**config.mk**
```make
export PLATFORM = sky130hd
export DESIGN_NAME = inport_buffer_flat
export DESIGN_NICKNAME = d
export VERILOG_FILES = /design/src/rtl/inport_buffer_if.sv /design/src/rtl/inport_buffer.sv /design/src/flat_wrapper.sv
export SDC_FILE = /design/constraint.sdc
export NUM_CORES = 1
export LEC_CHECK = 0
export CORE_MARGIN = 2
export CORE_UTILIZATION = 29
export DETAILED_ROUTE_END_ITERATION = 10
export SLEW_MARGIN = 30
export SYNTH_ARGS = -nofsm -noshare
export SYNTH_HDL_FRONTEND = slang
export SYNTH_SLANG_ARGS = --single-unit
```
**constraint.sdc**
```tcl
create_clock -name clk -period 3.19 [get_ports clk]
set_input_delay 0.4785 -clock clk [delete_from_list [all_inputs] [get_ports clk]]
set_output_delay 0.4785 -clock clk [all_outputs]
set_load 0.02 [all_outputs]
```
**src/rtl/inport_buffer_if.sv**
```systemverilog
// Handshake bundle for the datapath input-port feeder: device push side,
// delivery side toward the InPort register and control unit, and FIFO status.
interface inport_buffer_if #(
   parameter int DATA_WIDTH = 32,
   parameter int ADDR_W     = 2
);
   logic [DATA_WIDTH-1:0] dev_data;
   logic                  dev_valid;
   logic                  dev_ready;
   logic [DATA_WIDTH-1:0] InportData;
   logic                  InPortin;
   logic                  in_valid;
   logic                  cpu_ack;
   logic [ADDR_W:0]       count;
   logic                  in_empty;
   logic                  in_full;

   modport slave (
      input  dev_data, dev_valid, cpu_ack,
      output dev_ready, InportData, InPortin, in_valid, count, in_empty, in_full
   );

   modport master (
      output dev_data, dev_valid, cpu_ack,
      input  dev_ready, InportData, InPortin, in_valid, count, in_empty, in_full
   );
endinterface

```
**src/rtl/inport_buffer.sv**
```systemverilog
// Input-port feeder: queues device words in a small FIFO and hands them one at
// a time to the datapath InPort register, holding each until the CPU acks it.
//
// state   | meaning
// --------+-----------------------------------------------------------
// ST_IDLE | nothing held; pops the FIFO head as soon as count > 0
// ST_LOAD | InPortin strobe cycle, InportData carries the popped word
// ST_HELD | word captured by datapath, in_valid=1 until cpu_ack
module inport_buffer #(
   parameter int DATA_WIDTH = 32,
   parameter int DEPTH      = 4,
   parameter int ADDR_W     = 2
) (
   input  logic               clk,
   input  logic               reset,
   inport_buffer_if.slave     bus
);

   localparam logic [1:0] ST_IDLE = 2'd0;
   localparam logic [1:0] ST_LOAD = 2'd1;
   localparam logic [1:0] ST_HELD = 2'd2;

   localparam logic [ADDR_W:0] FULL_COUNT = (ADDR_W + 1)'(DEPTH);

   logic [DATA_WIDTH-1:0] mem [DEPTH];
   logic [ADDR_W-1:0]     wr_ptr;
   logic [ADDR_W-1:0]     rd_ptr;
   logic [ADDR_W:0]       count_q;
   logic [1:0]            state;
   logic [DATA_WIDTH-1:0] data_q;
   logic                  strobe_q;
   logic                  held_q;

   logic full;
   logic empty;
   logic push;
   logic pop;

   assign full  = (count_q == FULL_COUNT);
   assign empty = (count_q == '0);
   assign push  = bus.dev_valid & bus.dev_ready;
   assign pop   = (state == ST_IDLE) & ~empty;

   // Ready only reflects registered occupancy, so a pop frees a slot one cycle later.
   assign bus.dev_ready  = reset & ~full;
   assign bus.InportData = data_q;
   assign bus.InPortin   = strobe_q;
   assign bus.in_valid   = held_q;
   assign bus.count      = count_q;
   assign bus.in_empty   = empty;
   assign bus.in_full    = full;

   always_ff @(posedge clk) begin
      if (push) begin
         mem[wr_ptr] <= bus.dev_data;
      end
   end

   always_ff @(posedge clk) begin
      if (!reset) begin
         wr_ptr  <= '0;
         rd_ptr  <= '0;
         count_q <= '0;
      end else begin
         if (push) begin
            wr_ptr <= wr_ptr + 1'b1;
         end
         if (pop) begin
            rd_ptr <= rd_ptr + 1'b1;
         end
         case ({push, pop})
            2'b10:   count_q <= count_q + 1'b1;
            2'b01:   count_q <= count_q - 1'b1;
            default: count_q <= count_q;
         endcase
      end
   end

   always_ff @(posedge clk) begin
      if (!reset) begin
         state    <= ST_IDLE;
         data_q   <= '0;
         strobe_q <= 1'b0;
         held_q   <= 1'b0;
      end else begin
         case (state)
            ST_IDLE: begin
               strobe_q <= 1'b0;
               held_q   <= 1'b0;
               if (pop) begin
                  state    <= ST_LOAD;
                  data_q   <= mem[rd_ptr];
                  strobe_q <= 1'b1;
               end
            end
            ST_LOAD: begin
               state    <= ST_HELD;
               strobe_q <= 1'b0;
               held_q   <= 1'b1;
            end
            ST_HELD: begin
               strobe_q <= 1'b0;
               if (bus.cpu_ack) begin
                  state  <= ST_IDLE;
                  held_q <= 1'b0;
               end
            end
            default: begin
               state    <= ST_IDLE;
               strobe_q <= 1'b0;
               held_q   <= 1'b0;
            end
         endcase
      end
   end

endmodule

```
**src/flat_wrapper.sv**
```systemverilog
// flat-port wrapper written by rule: the top's interface ports become plain ports
module inport_buffer_flat 
#(
   parameter int DATA_WIDTH = 32,
   parameter int DEPTH      = 4,
   parameter int ADDR_W     = 2
)
  (clk, reset, bus_dev_data, bus_dev_valid, bus_cpu_ack, bus_dev_ready, bus_InportData, bus_InPortin, bus_in_valid, bus_count, bus_in_empty, bus_in_full);
  inport_buffer_if #(.DATA_WIDTH(DATA_WIDTH), .ADDR_W(ADDR_W)) bus_i ();
  input  logic clk;
  input  logic reset;
  input wire logic [$bits(bus_i.dev_data)-1:0] bus_dev_data;
  input wire logic [$bits(bus_i.dev_valid)-1:0] bus_dev_valid;
  input wire logic [$bits(bus_i.cpu_ack)-1:0] bus_cpu_ack;
  output wire logic [$bits(bus_i.dev_ready)-1:0] bus_dev_ready;
  output wire logic [$bits(bus_i.InportData)-1:0] bus_InportData;
  output wire logic [$bits(bus_i.InPortin)-1:0] bus_InPortin;
  output wire logic [$bits(bus_i.in_valid)-1:0] bus_in_valid;
  output wire logic [$bits(bus_i.count)-1:0] bus_count;
  output wire logic [$bits(bus_i.in_empty)-1:0] bus_in_empty;
  output wire logic [$bits(bus_i.in_full)-1:0] bus_in_full;
  assign bus_i.dev_data = bus_dev_data;
  assign bus_i.dev_valid = bus_dev_valid;
  assign bus_i.cpu_ack = bus_cpu_ack;
  assign bus_dev_ready = bus_i.dev_ready;
  assign bus_InportData = bus_i.InportData;
  assign bus_InPortin = bus_i.InPortin;
  assign bus_in_valid = bus_i.in_valid;
  assign bus_count = bus_i.count;
  assign bus_in_empty = bus_i.in_empty;
  assign bus_in_full = bus_i.in_full;
  inport_buffer #(.DATA_WIDTH(DATA_WIDTH), .DEPTH(DEPTH), .ADDR_W(ADDR_W)) u_core (.clk(clk), .reset(reset), .bus(bus_i));
endmodule
```
# After elaboration in Yosys (flattened, before gate mapping)
# Memory sizes are Yosys's and may differ from the RTL's. A register that Yosys moved wholly into a read port is not among the register bits.
# Cells that the tools add are included.
[op_classes]
n_eq_ne = 7
n_reduce_logical = 7
n_bitwise = 5
n_addsub = 4
mux = 9
[ops]
columns = ["operator", "n"]
rows = [
  ["2-bit case mux with 3 select lines", 1],
  ["3-bit case mux with 2 select lines", 1],
  ["2-bit AND reduction", 3],
  ["2-bit by 1-bit adder with 2-bit output, second input constant", 2],
  ["2-bit by 1-bit equality test with 1-bit output, second input constant", 2],
  ["2-bit equality test, second input constant", 2],
  ["1-bit 2-to-1 mux", 4],
  ["2-bit 2-to-1 mux", 2],
  ["3-bit by 1-bit adder with 3-bit output, second input constant", 1],
  ["1-bit bitwise AND", 3],
  ["3-bit equality test, second input constant", 1],
  ["3-bit logical NOT", 1],
  ["3-bit by 1-bit subtractor with 3-bit output, second input constant", 1],
  ["2-bit logical NOT", 1],
  ["2-bit by 1-bit inequality test with 1-bit output, second input constant", 1],
  ["2-bit inequality test, second input constant", 1],
  ["1-bit NOT", 2],
  ["1-bit case mux with 2 select lines", 1],
  ["2-bit nonzero test", 1],
  ["1-bit logical NOT", 1],
]
[totals]
out_inout_bits = 40
n_memories = 1
elab_cells = 39
ff_bits = 11
ramBits = 128
[mem_list]
columns = ["name", "depth", "width", "read_ports", "rd_clocked_by_memory_dff", "wr", "line_no", "source"]
rows = [
  ["u_core.mem", 4, 32, 1, 1, 1, "inport_buffer.sv:25", "logic [DATA_WIDTH-1:0] mem [DEPTH];"],
]

# Longest topological paths before layout
[logic_depth]
depth_word = 6
ltp_mapped = 10
ltp_nobuf = 9

# Worst setup path before layout
# No wires, ideal clock.
[synth_timing]
path_type = "register -> register"
from = "register u_core.count_q[2], in the netlist u_core.bus.count[2]"
to = "register u_core.count_q[2], in the netlist u_core.bus.count[2]"
required_time_ps = 3120
path_buffers = 1
period_less_slack_ps = 2448
t_arrival_ps = 2378
path_stages_with_launch = 11
slack_ps = 742
path_cell_list = "dfxtp_1 or3b_1 and3_1 buf_6 inv_1 ha_1 inv_1 fa_1 xor2_1 or3_1 a21oi_1"
[synth_via]
elab_chain_cells = 6
[synth_lines]
columns = ["item", "line_no", "source"]
rows = [
  ["start: declaration", "inport_buffer.sv:28", "logic [ADDR_W:0] count_q;"],
  ["start signal: assignment", "inport_buffer.sv:72", "2'b10: count_q <= count_q + 1'b1;"],
  ["start signal: assignment", "inport_buffer.sv:73", "2'b01: count_q <= count_q - 1'b1;"],
  ["start signal: assignment", "inport_buffer.sv:74", "default: count_q <= count_q;"],
  ["3-bit equality test", "inport_buffer.sv:39", "assign full = (count_q == FULL_COUNT);"],
  ["1-bit NOT", "inport_buffer.sv:45", "assign bus.dev_ready = reset & ~full;"],
  ["1-bit bitwise AND", "inport_buffer.sv:45", ""],
  ["1-bit bitwise AND", "inport_buffer.sv:41", "assign push = bus.dev_valid & bus.dev_ready;"],
  ["2-bit by 1-bit equality test with 1-bit output or 2-bit equality test (tied branches)", "inport_buffer.sv:71", "case ({push, pop})"],
  ["3-bit case mux with 2 select lines or 2-bit nonzero test (tied branches)", "--", ""],
]
# Parallel ways exist; a longest one is shown, timed or not.
# A chain may end at the register's enable or synchronous reset.

# Final worst setup path
# Same ends and word-level chain as after synthesis.

==> summary.md <==
| Metric | Value |
|---|---|
| Placer Congestion | `between 0.6 and 0.7` |
| RSZ-0062 raised after global routing | `false` |
| Std cell rows | `53` |
| Tot GR Track Use | `a little under an eighth` |
| Synth top area share | `61.9%` |
| Post-synth top area cell | `edfxtp_1` |
| DRC | `0` |
| R2r setup slk | `around 0.72 ns` |
| CTS tree | `built` |
| Number of buffers created by CTS | `17` |
| Vias | `3087` |
| Most frequent cells in the layout | `edfxtp_1 (128), clkdlybuf4s50_1 (75), dfxtp_1 (41), mux4_2 (32), a22o_1 (32)` |
| Tcrit/Tclk final | `77.3%` |
| Io pins | `76` |
| Crit path launch type | `flip-flop` |
| Prevailing post-synth register cell | `edfxtp_1` |
| Number of port buffers | `75` |
| Critical Path AT | `2.82 ns` |
| Status | `completed` |
| Leak | `around 2.6 nW` |
| Clk pin slew, worst setup/hold paths | `~0.060 ns` |
| Asr flop ratio synth | `0%` |
| Max Freq | `just over 400 MHz` |
| Worst reg-to-reg path cell count | `9` |
| Clk_skew | `about 0.011 ns` |
| DP HPWL | `around 7600 µm` |
| Post-synth EDFFs | `approximately 130` |
| Layout area overhead | `27.3%` |
| Setup bufs post-CTS | `0` |
| Starting Density | `29.6%` |
| Synth unique cells | `34` |
| Post-synthesis sequential area ratio | `75.7%` |
| Drt wl/cell | `between 15 and 20 µm` |
| Hold Path End | `u_core.bus.InportData[24]$_SDFFE_PN0P_` |
| Root Driver | `clkbuf_16` |
| CTS sink count | `171` |
| Hold Buf Count CTS | `0` |
| Global-route wire length before repair | `18800 µm` |
| Hold Crit Class | `reg2reg` |
| Clock period minus worst slack | `2.47 ns` |
| # resized after CTS | `0` |
| Worst setup EP type | `flip-flop` |
| Post-synthesis cell count | `just over 300` |
| Antenna viol nets, final | `0` |
| GR Overflow Total | `0` |
| Final Slew Violations | `0` |
| Initial DRC count | `190` |
| Maximum fanout along the worst path | `7` |
| Synthesized Nets | `between 300 and 400` |
| Mapped Area | `6210 µm²` |
| Core Region | `approximately 21000 µm²` |
| CP required | `between 3 and 4 ns` |
| Drt total wl | `between 10000 and 15000 µm` |
| PwrDens | `863 nW/µm²` |
| Final #Nets | `436` |
| DR pass1 iterations | `4` |
| Relative slew slack | `61.6%` |
| Initial antenna violation count | `1` |
| Clock Tree Buf Depth | `2` |
| Worst Tran Pin Value | `0.577 ns` |
| Hold_sp | `u_core.bus.InportData[24]$_SDFFE_PN0P_` |
| CP Class | `reg2reg` |
| Vias in the first global route | `3293` |
| H-tree depth | `4` |
| Final Hold Vio Count | `0` |
| Commonest non-fill, non-tap cell in the layout | `edfxtp_1` |
| Layout cell share with drive strength beyond 1 | `between 20% and 30%` |
| Reg2reg start | `u_core.bus.count[2]$_SDFFE_PN0P_` |
| Yosys reg bits | `171` |
| Hold WS | `0.477 ns` |
| Syn Area/Cell | `20.5 µm²` |
| Worst-skew pair later-pin latency | `0.42 ns` |
| Max cap viols | `0` |
| Vias per cell | `~4.5` |
| Endpoints failing setup | `0` |
| Largest net degree at the start of global routing | `35` |
| Hold Path Stages | `1` |
| Fin Setup TNS | `0 ns` |
| Syn. warnings | `0` |
| Die footprint | `22600 µm²` |
| Synth top area cells | `edfxtp_1 (62%), dfxtp_1 (14%), mux4_2 (12%)` |
| RR Endpoint | `u_core.bus.count[2]$_SDFFE_PN0P_` |
| Worst vdd ir | `0.403 mV` |
| Die Span Y | `150 µm` |
| Chip width | `roughly 150 µm` |
## cell usage after synthesis (2+ instances only)
master and number:
a22o_1 32, and2_1 4, nand2_1 3, xor2_1 2
ha_1 5, clkbuf_1 4, inv_1 8, nor2_1 4
mux2i_1 3, edfxtp_1 128, mux4_2 32, o21a_1 2
dfxtp_1 43, buf_2 4, buf_6 8, a21oi_1 3
## layer usage
metal	vias to the layer above	wire length (µm)	track usage (%)
li1	1412	-	-
met1	1593	5310	13.9
met2	67	6300	19.4
met3	15	585	3.88
met4	0	159	4.06
met5	-	0	0
## registers in the layout, indices dropped and copies added, names as in the netlist
| name | cells |
|---|---|
| u_core.mem | 128 |
| u_core.bus.InportData | 32 |
| u_core.bus.count | 3 |
| u_core.rd_ptr | 2 |
| u_core.state | 2 |
| u_core.wr_ptr | 2 |
| u_core.bus.InPortin | 1 |
| u_core.bus.in_valid | 1 |
## how the worst max path moves through the flow
stage / start / to / slack, ns / cells after the start
2_1_floorplan: u_core.bus.count[2]$_SDFFE_PN0P_ / u_core.bus.count[2]$_SDFFE_PN0P_ / 0.74 / 10
3_3_place_gp: reset / u_core.bus.count[2]$_SDFFE_PN0P_ / 0.69 / 9
3_5_place_dp: reset / u_core.bus.count[2]$_SDFFE_PN0P_ / 0.64 / 9
4_1_cts: u_core.bus.count[2]$_SDFFE_PN0P_ / u_core.bus.count[2]$_SDFFE_PN0P_ / 0.73 / 9
5_1_grt: u_core.bus.count[2]$_SDFFE_PN0P_ / u_core.bus.count[2]$_SDFFE_PN0P_ / 0.58 / 9
6_report: u_core.bus.count[2]$_SDFFE_PN0P_ / u_core.bus.count[2]$_SDFFE_PN0P_ / 0.72 / 9
## stage by stage
stage | power [W] | worst slack, ns | instance area [µm²] | cells | util [%]
6_report | 0.00682 | 0.725 | 7910 | 683 | 37.6
3_5_place_dp | 0.00483 | 0.645 | 7290 | 650 | 34.7
3_3_place_gp | 0.00480 | 0.686 | 7290 | 650 | 34.7
4_1_cts | 0.00695 | 0.726 | 7900 | 682 | 37.6
2_1_floorplan | 0.00406 | 0.742 | 6210 | 303 | -
5_1_grt | 0.00716 | 0.580 | 7910 | 682 | 37.6
## kinds of logic after synthesis
kind of cell	Yosys count	synth area share, %
simple gates	23	2.54
fa+ha+maj	6	1.33
compound gates	40	5.36
buf+inv	26	2.68
flops	171	75.7
xor+xnor	2	0.282
mux	35	12.1
## critical path, stage by stage (launching register included)
cell and delay [ns]:
dfxtp_1 0.43, or3b_1 0.40, and3_1 0.28, inv_1 0.08, ha_1 0.17, inv_1 0.07
fa_1 0.38, xor2_1 0.16, or3_1 0.30, a21oi_1 0.13
## where the power goes
| part | switching, W | leakage (nW) | internal [W] | total, W |
|---|---|---|---|---|
| registers | 0.000299 | 1.52 | 0.00276 | 0.00306 |
| logic | 0.000804 | 0.794 | 0.000882 | 0.00169 |
| clock network | 0.000860 | 0.299 | 0.00122 | 0.00208 |
## cell type report
| cell class | count | area [µm²] |
|---|---|---|
| antenna | 1 | 2.50 |
| clock buffer | 19 | 453 |
| clock inverter | 13 | 161 |
| fill | 1911 | 13100 |
| inverter | 9 | 33.8 |
| multi-input combinational | 106 | 1350 |
| sequential | 171 | 4710 |
| tap | 275 | 344 |
| timing repair buffer | 89 | 856 |
No activity file was read; power rests on OpenSTA's default activity.
